### config.mk
export PLATFORM = sky130hd
export DESIGN_NAME = lavanderia_multi
export DESIGN_NICKNAME = d
export VERILOG_FILES = /design/src/rtl/lavanderia_pkg.sv /design/src/rtl/lav_timer.sv /design/src/rtl/lavanderia_multi.sv
export SDC_FILE = /design/constraint.sdc
export NUM_CORES = 1
export LEC_CHECK = 0
export ABC_CLOCK_PERIOD_IN_PS = 7600
export BUFFER_PORTS_ARGS = -buffer_cell sky130_fd_sc_hd__buf_2
export CORE_UTILIZATION = 63
export DETAILED_ROUTE_END_ITERATION = 16
export PLACE_DENSITY = 0.84
export SETUP_SLACK_MARGIN = 0.5
export SLEW_MARGIN = 20
export SYNTH_ARGS = -nofsm -noshare
export SYNTH_HDL_FRONTEND = slang
export SYNTH_SLANG_ARGS = --single-unit
### constraint.sdc
create_clock -name clk -period 7.6 [get_ports clk]
set_input_delay 1.52 -clock clk [delete_from_list [all_inputs] [get_ports clk]]
set_output_delay 1.52 -clock clk [all_outputs]
set_load 0.01 [all_outputs]
### src/rtl/lavanderia_pkg.sv
// Shared definitions for the multi-machine laundry controller: state
// encoding, bill decoding and per-mode price/run-time lookup.
package lavanderia_pkg;

  typedef enum logic [1:0] {
    IDLE  = 2'd0,
    PAY   = 2'd1,
    START = 2'd2
  } lav_state_t;

  function automatic logic [3:0] bill_value(input logic [1:0] code);
    case (code)
      2'd0:    return 4'd1;
      2'd1:    return 4'd2;
      2'd2:    return 4'd5;
      default: return 4'd10;
    endcase
  endfunction

  // Mode 3 is illegal; it maps to 0 and is rejected by the caller.
  function automatic int mode_price(input logic [1:0] m, input int p0, input int p1,
                                    input int p2);
    case (m)
      2'd0:    return p0;
      2'd1:    return p1;
      2'd2:    return p2;
      default: return 0;
    endcase
  endfunction

  function automatic int mode_run(input logic [1:0] m, input int t0, input int t1,
                                  input int t2);
    case (m)
      2'd0:    return t0;
      2'd1:    return t1;
      2'd2:    return t2;
      default: return 0;
    endcase
  endfunction

endpackage

### src/rtl/lav_timer.sv
// Single-machine countdown: load wins over tick; done pulses on the 1->0 step.
module lav_timer #(
  parameter int T_W = 8
) (
  input  logic           clk,
  input  logic           reset,
  input  logic           tick_en,
  input  logic           load,
  input  logic [T_W-1:0] load_val,
  output logic           busy,
  output logic           done,
  output logic [T_W-1:0] count
);

  always_ff @(posedge clk or negedge reset) begin
    if (!reset) begin
      count <= '0;
      done  <= 1'b0;
    end else begin
      done <= 1'b0;
      if (load) begin
        count <= load_val;
      end else if (tick_en && count != '0) begin
        count <= count - 1'b1;
        if (count == T_W'(1)) done <= 1'b1;
      end
    end
  end

  assign busy = (count != '0);

endmodule

### src/rtl/lavanderia_multi.sv
// Laundry front-end serving N_MAQ concurrent machines: select, pay, choose
// mode, start. Event inputs are single-cycle pulses; there is no backpressure.
module lavanderia_multi
  import lavanderia_pkg::*;
#(
  parameter int N_MAQ    = 4,
  parameter int ID_W     = 3,
  parameter int CREDIT_W = 6,
  parameter int T_W      = 8,
  parameter int PRICE0   = 4,
  parameter int PRICE1   = 7,
  parameter int PRICE2   = 10,
  parameter int RUN_T0   = 5,
  parameter int RUN_T1   = 8,
  parameter int RUN_T2   = 12,
  parameter int TIMEOUT  = 20
) (
  input  logic                clk,
  input  logic                reset,
  input  logic                tick_en,
  input  logic                sel_vld,
  input  logic [ID_W-1:0]     maq_id,
  input  logic                cash_vld,
  input  logic [1:0]          bill_code,
  input  logic                mode_vld,
  input  logic [1:0]          mode,
  input  logic                cancel,
  input  logic [ID_W-1:0]     view_id,
  output logic [1:0]          state,
  output logic [ID_W-1:0]     sel_maq,
  output logic [CREDIT_W-1:0] credit,
  output logic [N_MAQ-1:0]    busy,
  output logic [N_MAQ-1:0]    done,
  output logic                refund_vld,
  output logic [CREDIT_W-1:0] refund_amt,
  output logic                err,
  output logic [T_W-1:0]      rem_view
);

  localparam int TO_W = $clog2(TIMEOUT + 1);

  lav_state_t          state_q, state_d;
  logic [ID_W-1:0]     sel_d;
  logic [CREDIT_W-1:0] credit_d, refund_amt_d, price_req, price_run, change;
  logic [1:0]          mode_q, mode_d;
  logic [TO_W-1:0]     tout_q, tout_d;
  logic                refund_vld_d, err_d, sel_ok, timed_out;
  logic [CREDIT_W:0]   cash_sum;
  logic [T_W-1:0]      run_len;
  logic [N_MAQ-1:0]    load;
  logic [T_W-1:0]      cnt [N_MAQ];

  // An out-of-range id never matches, so it is rejected like a busy machine.
  always_comb begin
    sel_ok = 1'b0;
    for (int i = 0; i < N_MAQ; i++)
      if (maq_id == ID_W'(i) && !busy[i]) sel_ok = 1'b1;
  end

  assign price_req = CREDIT_W'(mode_price(mode, PRICE0, PRICE1, PRICE2));
  assign price_run = CREDIT_W'(mode_price(mode_q, PRICE0, PRICE1, PRICE2));
  assign change    = credit - price_run;
  assign run_len   = T_W'(mode_run(mode_q, RUN_T0, RUN_T1, RUN_T2));
  assign cash_sum  = {1'b0, credit} + (CREDIT_W + 1)'(bill_value(bill_code));
  assign timed_out = tick_en && !mode_vld && !cash_vld && (tout_q == TO_W'(TIMEOUT - 1));

  always_comb begin
    state_d      = state_q;
    sel_d        = sel_maq;
    credit_d     = credit;
    mode_d       = mode_q;
    tout_d       = tout_q;
    refund_vld_d = 1'b0;
    refund_amt_d = '0;
    err_d        = 1'b0;
    case (state_q)
      IDLE: begin
        if (sel_vld) begin
          if (sel_ok) begin
            sel_d   = maq_id;
            tout_d  = '0;
            state_d = PAY;
          end else begin
            err_d = 1'b1;
          end
        end
      end
      PAY: begin
        if (cancel || timed_out) begin
          refund_vld_d = (credit != '0);
          refund_amt_d = credit;
          credit_d     = '0;
          tout_d       = '0;
          state_d      = IDLE;
        end else if (mode_vld) begin
          tout_d = '0;
          if (mode == 2'd3 || credit < price_req) begin
            err_d = 1'b1;
          end else begin
            mode_d  = mode;
            state_d = START;
          end
        end else if (cash_vld) begin
          tout_d = '0;
          if (cash_sum[CREDIT_W]) err_d = 1'b1;
          else                    credit_d = cash_sum[CREDIT_W-1:0];
        end else if (tick_en) begin
          tout_d = tout_q + 1'b1;
        end
      end
      START: begin
        refund_vld_d = (change != '0);
        refund_amt_d = change;
        credit_d     = '0;
        state_d      = IDLE;
      end
      default: state_d = IDLE;
    endcase
  end

  always_ff @(posedge clk or negedge reset) begin
    if (!reset) begin
      state_q    <= IDLE;
      sel_maq    <= '0;
      credit     <= '0;
      mode_q     <= '0;
      tout_q     <= '0;
      refund_vld <= 1'b0;
      refund_amt <= '0;
      err        <= 1'b0;
    end else begin
      state_q    <= state_d;
      sel_maq    <= sel_d;
      credit     <= credit_d;
      mode_q     <= mode_d;
      tout_q     <= tout_d;
      refund_vld <= refund_vld_d;
      refund_amt <= refund_amt_d;
      err        <= err_d;
    end
  end

  assign state = state_q;

  always_comb begin
    for (int i = 0; i < N_MAQ; i++)
      load[i] = (state_q == START) && (sel_maq == ID_W'(i));
  end

  for (genvar g = 0; g < N_MAQ; g++) begin : g_maq
    lav_timer #(.T_W(T_W)) u_timer (
      .clk      (clk),
      .reset    (reset),
      .tick_en  (tick_en),
      .load     (load[g]),
      .load_val (run_len),
      .busy     (busy[g]),
      .done     (done[g]),
      .count    (cnt[g])
    );
  end

  always_comb begin
    rem_view = '0;
    for (int i = 0; i < N_MAQ; i++)
      if (view_id == ID_W'(i)) rem_view = cnt[i];
  end

endmodule

==> impl_metrics.env, run 1 <==
export IMPL_status="complete, no violations"
export IMPL_cts_buffer_depth=2
export IMPL_drc=0
export IMPL_critPathCaptureType="output pin"
export IMPL_nFillCells=439
export IMPL_crit_chain="buf_2, mux4_1, nor2b_1, buf_2"
export IMPL_vias=3427
export IMPL_synth_edff_count=0
export IMPL_synth_area_top_cells="dfrtp_1 37%, ha_1 11%, mux4_2 3.8%, nand2_1 3.8%, nor2_1 3.7%"
export IMPL_crit_slowest_cell="mux4_1"
export IMPL_worst_path_buf_inv=2
export IMPL_htreeDepth=3
export IMPL_stdcell_count=560
export IMPL_synth_warnings=0
export IMPL_crit_family="multiplexers"
export IMPL_grt_pass1_wl_mm=15.7
export IMPL_setup_worst_path_class="primary input to output pin"
export IMPL_final_max_slew_viol_count=0
export IMPL_ir_worst_vdd_mv=0.237
export IMPL_drv_cap=0
export IMPL_clock_sinks=62
export IMPL_wirelength_mm=9.29
export IMPL_ys_types=61
export IMPL_layout_nets=534
export IMPL_slew_headroom_pct=44.2
export IMPL_die_y_um=83.1
export IMPL_ios=52
export IMPL_io_buffer_count=51
export IMPL_hold_class="flip-flop to flip-flop"
export IMPL_final_setup_tns_ns=0
export IMPL_fin_skew_ns=0.00756
export IMPL_cts_root_buf="clkbuf_8"
export IMPL_dieArea_mm2=0.00690
export IMPL_drive_above_1_share_pct=17.6
export IMPL_cp_data_required_time_ns=6.08
export IMPL_place_congestion=0.863
export IMPL_initial_core_util_pct=65.2
export IMPL_ys_top_cells_by_count="62 x dfrtp_1, 42 x nand2_1, 41 x nor2_1"
export IMPL_yosysSeqAreaShare_pct=37.5
export IMPL_critPathMaxFanout=8
export IMPL_drt_initial_drc_count=228
export IMPL_vias_per_cell=6.12
export IMPL_crit_top_cell="buf_2"
export IMPL_yosys_cell_count_top_type="dfrtp_1"
export IMPL_grt_overflow=0
export IMPL_antenna_cells=0
export IMPL_ys_ff_latch=62
export IMPL_max_stage_delay_ns=0.58
export IMPL_cts_tree="done"
export IMPL_synth_area_per_cell_um2=9.54
export IMPL_timing_hold_violations_final=0
export IMPL_fin_crit_sh_pct=54.6
export IMPL_drt_wirelength_per_cell_um=16.6
export IMPL_grt_usage_pct=28.9
export IMPL_synth_nets=489
export IMPL_postCtsResizedCells=0
export IMPL_fp_row_count=29
export IMPL_synth_top_area_share_pct=37.5
export IMPL_die_w_um=83.1
export IMPL_rsz0062_at_grt="no"
export IMPL_synth_top_area_cell="dfrtp_1"
export IMPL_numCtsBuffers=9
export IMPL_period_needed_ns=4.15
export IMPL_start_kind="primary input"
export IMPL_antenna_found_initial=0
export IMPL_clkLatencyLatePin_ns=0.34
export IMPL_core_mm2=0.00635
export IMPL_finalSetupViolCount=0
export IMPL_syn_to_final_growth_pct=11.8
export IMPL_firstDrtPassIters=5
export IMPL_p_leak_nw=2.21
export IMPL_worstPathArrival_ns=2.63
export IMPL_ys_flop_type="dfrtp_1"
export IMPL_grt_pass1_vias=3241
export IMPL_clkTransAtPathRegs_ns=0.07
export IMPL_hpwl_mm=6.79
export IMPL_dpl_cell_count=545
export IMPL_ant_nets=0
export IMPL_netlist_area_mm2=0.00414
export IMPL_tightest_slew_ns=0.830
export IMPL_netlist_instances=434
export IMPL_pwr_density_cell_mw_per_mm2=374
export IMPL_grt_max_degree=63
export IMPL_postCtsHoldBufs=0
export IMPL_post_cts_buffers=0
export IMPL_async_flop_share_pct=100
export IMPL_max_freq_mhz=241
[metal layers]
metal / share of wire, % / GRT usage, %
met3: 6.2 / 4.08
met5: 0 / 0
met2: 49 / 46.0
met1: 43 / 40.4
met4: 2.0 / 11.3
[through the flow]
stage / setup slack (ns) / hold WS, ns / power [W] / util (%) / instance area [um^2]
5_1_grt: 3.39 / 0.552 / 0.00185 / 72.8 / 4630
2_1_floorplan: 3.40 / 0.451 / 0.00116 / - / 4140
3_5_place_dp: 3.42 / 0.495 / 0.00138 / 69.4 / 4400
4_1_cts: 3.44 / 0.501 / 0.00172 / 72.8 / 4630
6_report: 3.45 / 0.493 / 0.00173 / 72.8 / 4630
3_3_place_gp: 3.50 / 0.477 / 0.00135 / 69.4 / 4400
[logic make-up (layout without fill, tap and decap cells)]
kind of cell | after synthesis | count (layout) | share of synthesized area (%)
xor gates and xnor gates | 28 | 28 | 5.92
AOI/OAI and AO/OA | 86 | 86 | 13.9
muxes | 15 | 15 | 6.35
adders and majority gates | 38 | 38 | 11.9
buffers and inverters | 49 | 98 | 5.17
DFF | 62 | 62 | 37.5
and+or+nand+nor | 156 | 156 | 19.3
[registers in the layout, indices dropped and copies added, names as in the netlist]
name,cells
mode_q,2
sel_maq,3
credit,6
err,1
refund_vld,1
g_maq.u_timer.count,32
g_maq.u_timer.done,4
state,2
refund_amt,6
tout_q,5
[layout by cell type (no fill, tap or decap), types with 3 or more instances in the layout]
cell type / n
nor3_1: 8
a22o_1: 4
or3_1: 5
nor2_1: 41
buf_2: 51
inv_1: 30
a211oi_1: 6
mux2_2: 3
a211o_1: 3
nand3_1: 9
nor4_1: 7
mux4_2: 7
o31ai_1: 8
o21ai_0: 23
xnor2_1: 11
mux2i_1: 3
nor2b_1: 13
nand2b_1: 6
and2_1: 4
nand2_1: 42
o211ai_1: 3
a21o_1: 3
and3_1: 3
a21oi_1: 14
xor2_1: 17
ha_1: 36
dfrtp_1: 62
clkbuf_8: 11
a31oi_1: 3
or4_1: 3
[cell type report]
| class | count | area (um^2) | area share, % |
|---|---|---|---|
| clock buffers | 11 | 151 | 3.27 |
| clock inverters | 4 | 70.1 | 1.51 |
| inverters | 30 | 113 | 2.43 |
| multi-input cells | 323 | 2370 | 51.3 |
| flip-flops and latches | 62 | 1550 | 33.5 |
| well taps | 77 | 96.3 | 2.08 |
| repair buffers | 53 | 270 | 5.84 |
[worst register-to-register path, cell delays in order (launching register included)]
cell and delay (ns):
dfrtp_1 0.45, inv_1 0.13, ha_1 0.14, or4b_4 0.47, or4_4 0.46, mux2_4 0.30
o211a_4 0.29, or3_4 0.41, o31ai_1 0.24
[power by group]
group          switching (W)  internal, W  leakage (nW)
registers           0.000166     0.000441         0.796
clock network       0.000126     0.000200         0.115
logic               0.000434     0.000360          1.30
total               0.000727      0.00100          2.21
[worst paths after layout]
check / slack [ns] / end / start / cells after the start
min in group asynchronous: 1.32 / credit[2] / reset / 2
setup reg to reg: 4.62 / tout_q[3] / g_maq[2].u_timer.count[1] / 8
hold reg to reg: 0.49 / tout_q[4] / tout_q[4] / 1
hold / removal: 0.49 / tout_q[4] / tout_q[4] / 1
setup / recovery: 3.45 / rem_view[4] / view_id[0] / 4
max in group asynchronous: 5.74 / g_maq[2].u_timer.count[4] / reset / 2
Note: power is estimated with default switching activity, not from simulation.
==> run 2, diff against run 1 <==
--- a/config.mk
+++ b/config.mk
@@ -5,11 +5,11 @@
 export SDC_FILE = /design/constraint.sdc
 export NUM_CORES = 1
 export LEC_CHECK = 0
-export ABC_CLOCK_PERIOD_IN_PS = 7600
+export ABC_CLOCK_PERIOD_IN_PS = 3300
 export BUFFER_PORTS_ARGS = -buffer_cell sky130_fd_sc_hd__buf_2
-export CORE_UTILIZATION = 63
+export CORE_UTILIZATION = 53
 export DETAILED_ROUTE_END_ITERATION = 16
-export PLACE_DENSITY = 0.84
+export PLACE_DENSITY = 0.75
 export SETUP_SLACK_MARGIN = 0.5
 export SLEW_MARGIN = 20
 export SYNTH_ARGS = -nofsm -noshare
==> constraint.sdc (replaced) <==
create_clock -name clk -period 3.3 [get_ports clk]
set_input_delay 0.66 -clock clk [delete_from_list [all_inputs] [get_ports clk]]
set_output_delay 0.66 -clock clk [all_outputs]
set_load 0.01 [all_outputs]
==> run 2 against run 1 <==
Effect of this change:
- global-route usage fell by 3.7 points
- worst hold slack lost 0.12 ns
- first-iteration DRC count is 14% higher
- critical endpoint is now tout_q[3]
- sequential power grew 130%
- via count up 0.15%
- register-to-register slack got worse by 4.1 ns
- largest power group unchanged
==> impl_metrics.env, run 2 (same netlist as run 1, synthesis figures left out) <==
export IMPL_busiest_layer="met2"
export IMPL_crit_slowest_cell="or4b_4"
export IMPL_final_setup_tns_ns=0
export IMPL_vias_per_cell=5.81
export IMPL_reg_largest_list="g_maq.u_timer.count: 32 flops, credit: 6 flops, refund_amt: 6 flops"
export IMPL_tightest_slew_ns=0.748
export IMPL_antenna_found_initial=0
export IMPL_cts_buffer_depth=2
export IMPL_die_w_um=90.4
export IMPL_layout_commonest_cell="dfrtp_1"
export IMPL_dpl_instance_area_mm2=0.00445
export IMPL_drv_cap=0
export IMPL_antenna_cells=0
export IMPL_timing_hold_violations_final=0
export IMPL_hold_class="primary input to asynchronous set/reset pin"
export IMPL_wirelength_mm=9.67
export IMPL_fp_row_count=31
export IMPL_grt_usage_pct=25.3
export IMPL_p_leak_nw=2.23
export IMPL_critPathMaxFanout=8
export IMPL_max_freq_mhz=364
export IMPL_start_kind="flip-flop"
export IMPL_htreeDepth=3
export IMPL_globalRouteMet1Util_pct=33.9
export IMPL_drive_above_1_share_pct=20.9
export IMPL_clock_sinks=62
export IMPL_rr_startpoint="g_maq[2].u_timer.count[0]"
export IMPL_grt_use_met3_pct=6.48
export IMPL_clkTransAtPathRegs_ns=0.07
export IMPL_dieArea_mm2=0.00817
export IMPL_max_stage_delay_ns=0.47
export IMPL_worstPathArrival_ns=2.97
export IMPL_crit_start="g_maq[2].u_timer.count[0]"
export IMPL_pwr_density_cell_mw_per_mm2=843
export IMPL_worst_path_buf_inv=1
export IMPL_crit_chain="inv_2, ha_4, or4b_4, or4_4, mux2_4, o211a_4, o31ai_1, o31ai_4"
export IMPL_critPathCaptureType="flip-flop"
export IMPL_numCtsBuffers=9
export IMPL_final_cell_mix="60 x dfrtp_1, 51 x buf_2, 42 x nand2_1"
export IMPL_cts_tree="done"
export IMPL_firstDrtPassIters=7
export IMPL_drt_initial_drc_count=261
export IMPL_final_area_mm2=0.00475
export IMPL_core_mm2=0.00741
export IMPL_die_y_um=90.4
export IMPL_setup_worst_path_class="flip-flop to flip-flop"
export IMPL_io_buffer_count=51
export IMPL_use_met2_pct=39.9
export IMPL_ios=52
export IMPL_cp_data_required_time_ns=3.52
export IMPL_period_needed_ns=2.75
export IMPL_finalSetupViolCount=0
export IMPL_cts_root_buf="clkbuf_8"
export IMPL_initial_core_util_pct=55.9
export IMPL_grt_pass1_vias=3267
export IMPL_grt_overflow=0
export IMPL_place_congestion=0.872
export IMPL_slew_headroom_pct=49.9
export IMPL_ir_worst_vdd_mv=0.449
export IMPL_grt_pass1_wl_mm=16.2
export IMPL_drc=0
export IMPL_status="complete, no violations"
export IMPL_layout_nets=543
export IMPL_rsz0062_at_grt="no"
export IMPL_p_total_w=0.00400
export IMPL_ant_nets=0
export IMPL_grt_max_degree=34
export IMPL_hpwl_mm=7.02
export IMPL_drt_wirelength_per_cell_um=16.4
export IMPL_vias=3432
export IMPL_largest_reg_flops=32
export IMPL_clkLatencyLatePin_ns=0.35
export IMPL_crit_family="simple AND/OR/NAND/NOR gates"
export IMPL_fin_skew_ns=0.00707
export IMPL_regMostFlops="g_maq.u_timer.count"
export IMPL_syn_to_final_growth_pct=14.7
export IMPL_hold_ws_ns=0.376
export IMPL_fin_crit_sh_pct=83.3
export IMPL_final_max_slew_viol_count=0
## run 2: repair_timing
item / in CTS / in global routing
setup endpoints to repair: 6 / 5
pin swaps: 2 / 2
buffers inserted: 2 / 4
gates resized for setup: 4 / 10
hold buffers: 0 / 0
## run 2: power breakdown
| part | total, W | leakage [nW] | internal, W | switching, W |
|---|---|---|---|---|
| clock | 0.000661 | 0.0952 | 0.000363 | 0.000299 |
| combinational | 0.00194 | 1.34 | 0.000905 | 0.00103 |
| sequential | 0.00140 | 0.794 | 0.00102 | 0.000383 |
## run 2: metrics by stage
| stage | util, % | setup slack, ns | instances |
|---|---|---|---|
| final | 64.1 | 0.552 | 591 |
| after global routing | 64.1 | 0.477 | 591 |
| after CTS | 63.0 | 0.497 | 587 |
| after detailed placement | 60.1 | 0.400 | 570 |
| after global placement | 60.1 | 0.469 | 570 |
| after floorplan | - | 0.543 | 434 |
## run 2: per-layer routing
| metal | part of all wire [%] | vias up |
|---|---|---|
| met5 | 0 | - |
| met1 | 44 | 1661 |
| met4 | 1.6 | 0 |
| met2 | 48 | 121 |
| li1 | - | 1636 |
| met3 | 6.2 | 14 |
## run 2: path summary, 6_finish.rpt
path	end	slack, ns	cells past startpoint
worst max register to register	tout_q[3]	0.55	8
worst max-delay path	tout_q[3]	0.55	8
min in group clk	tout_q[0]	0.52	1
worst min register to register	tout_q[0]	0.52	1
max in group asynchronous	g_maq[3].u_timer.count[5]	2.19	2
worst min-delay path	g_maq[1].u_timer.count[2]	0.38	1
## run 2: final cells by class
cell class	count	area (um^2)
tap	99	124
fill	596	2660
inverter	30	113
multi-input combinational	323	2430
sequential	62	1550
timing repair buffer	62	338
clock buffer	11	141
clock inverter	4	47.5
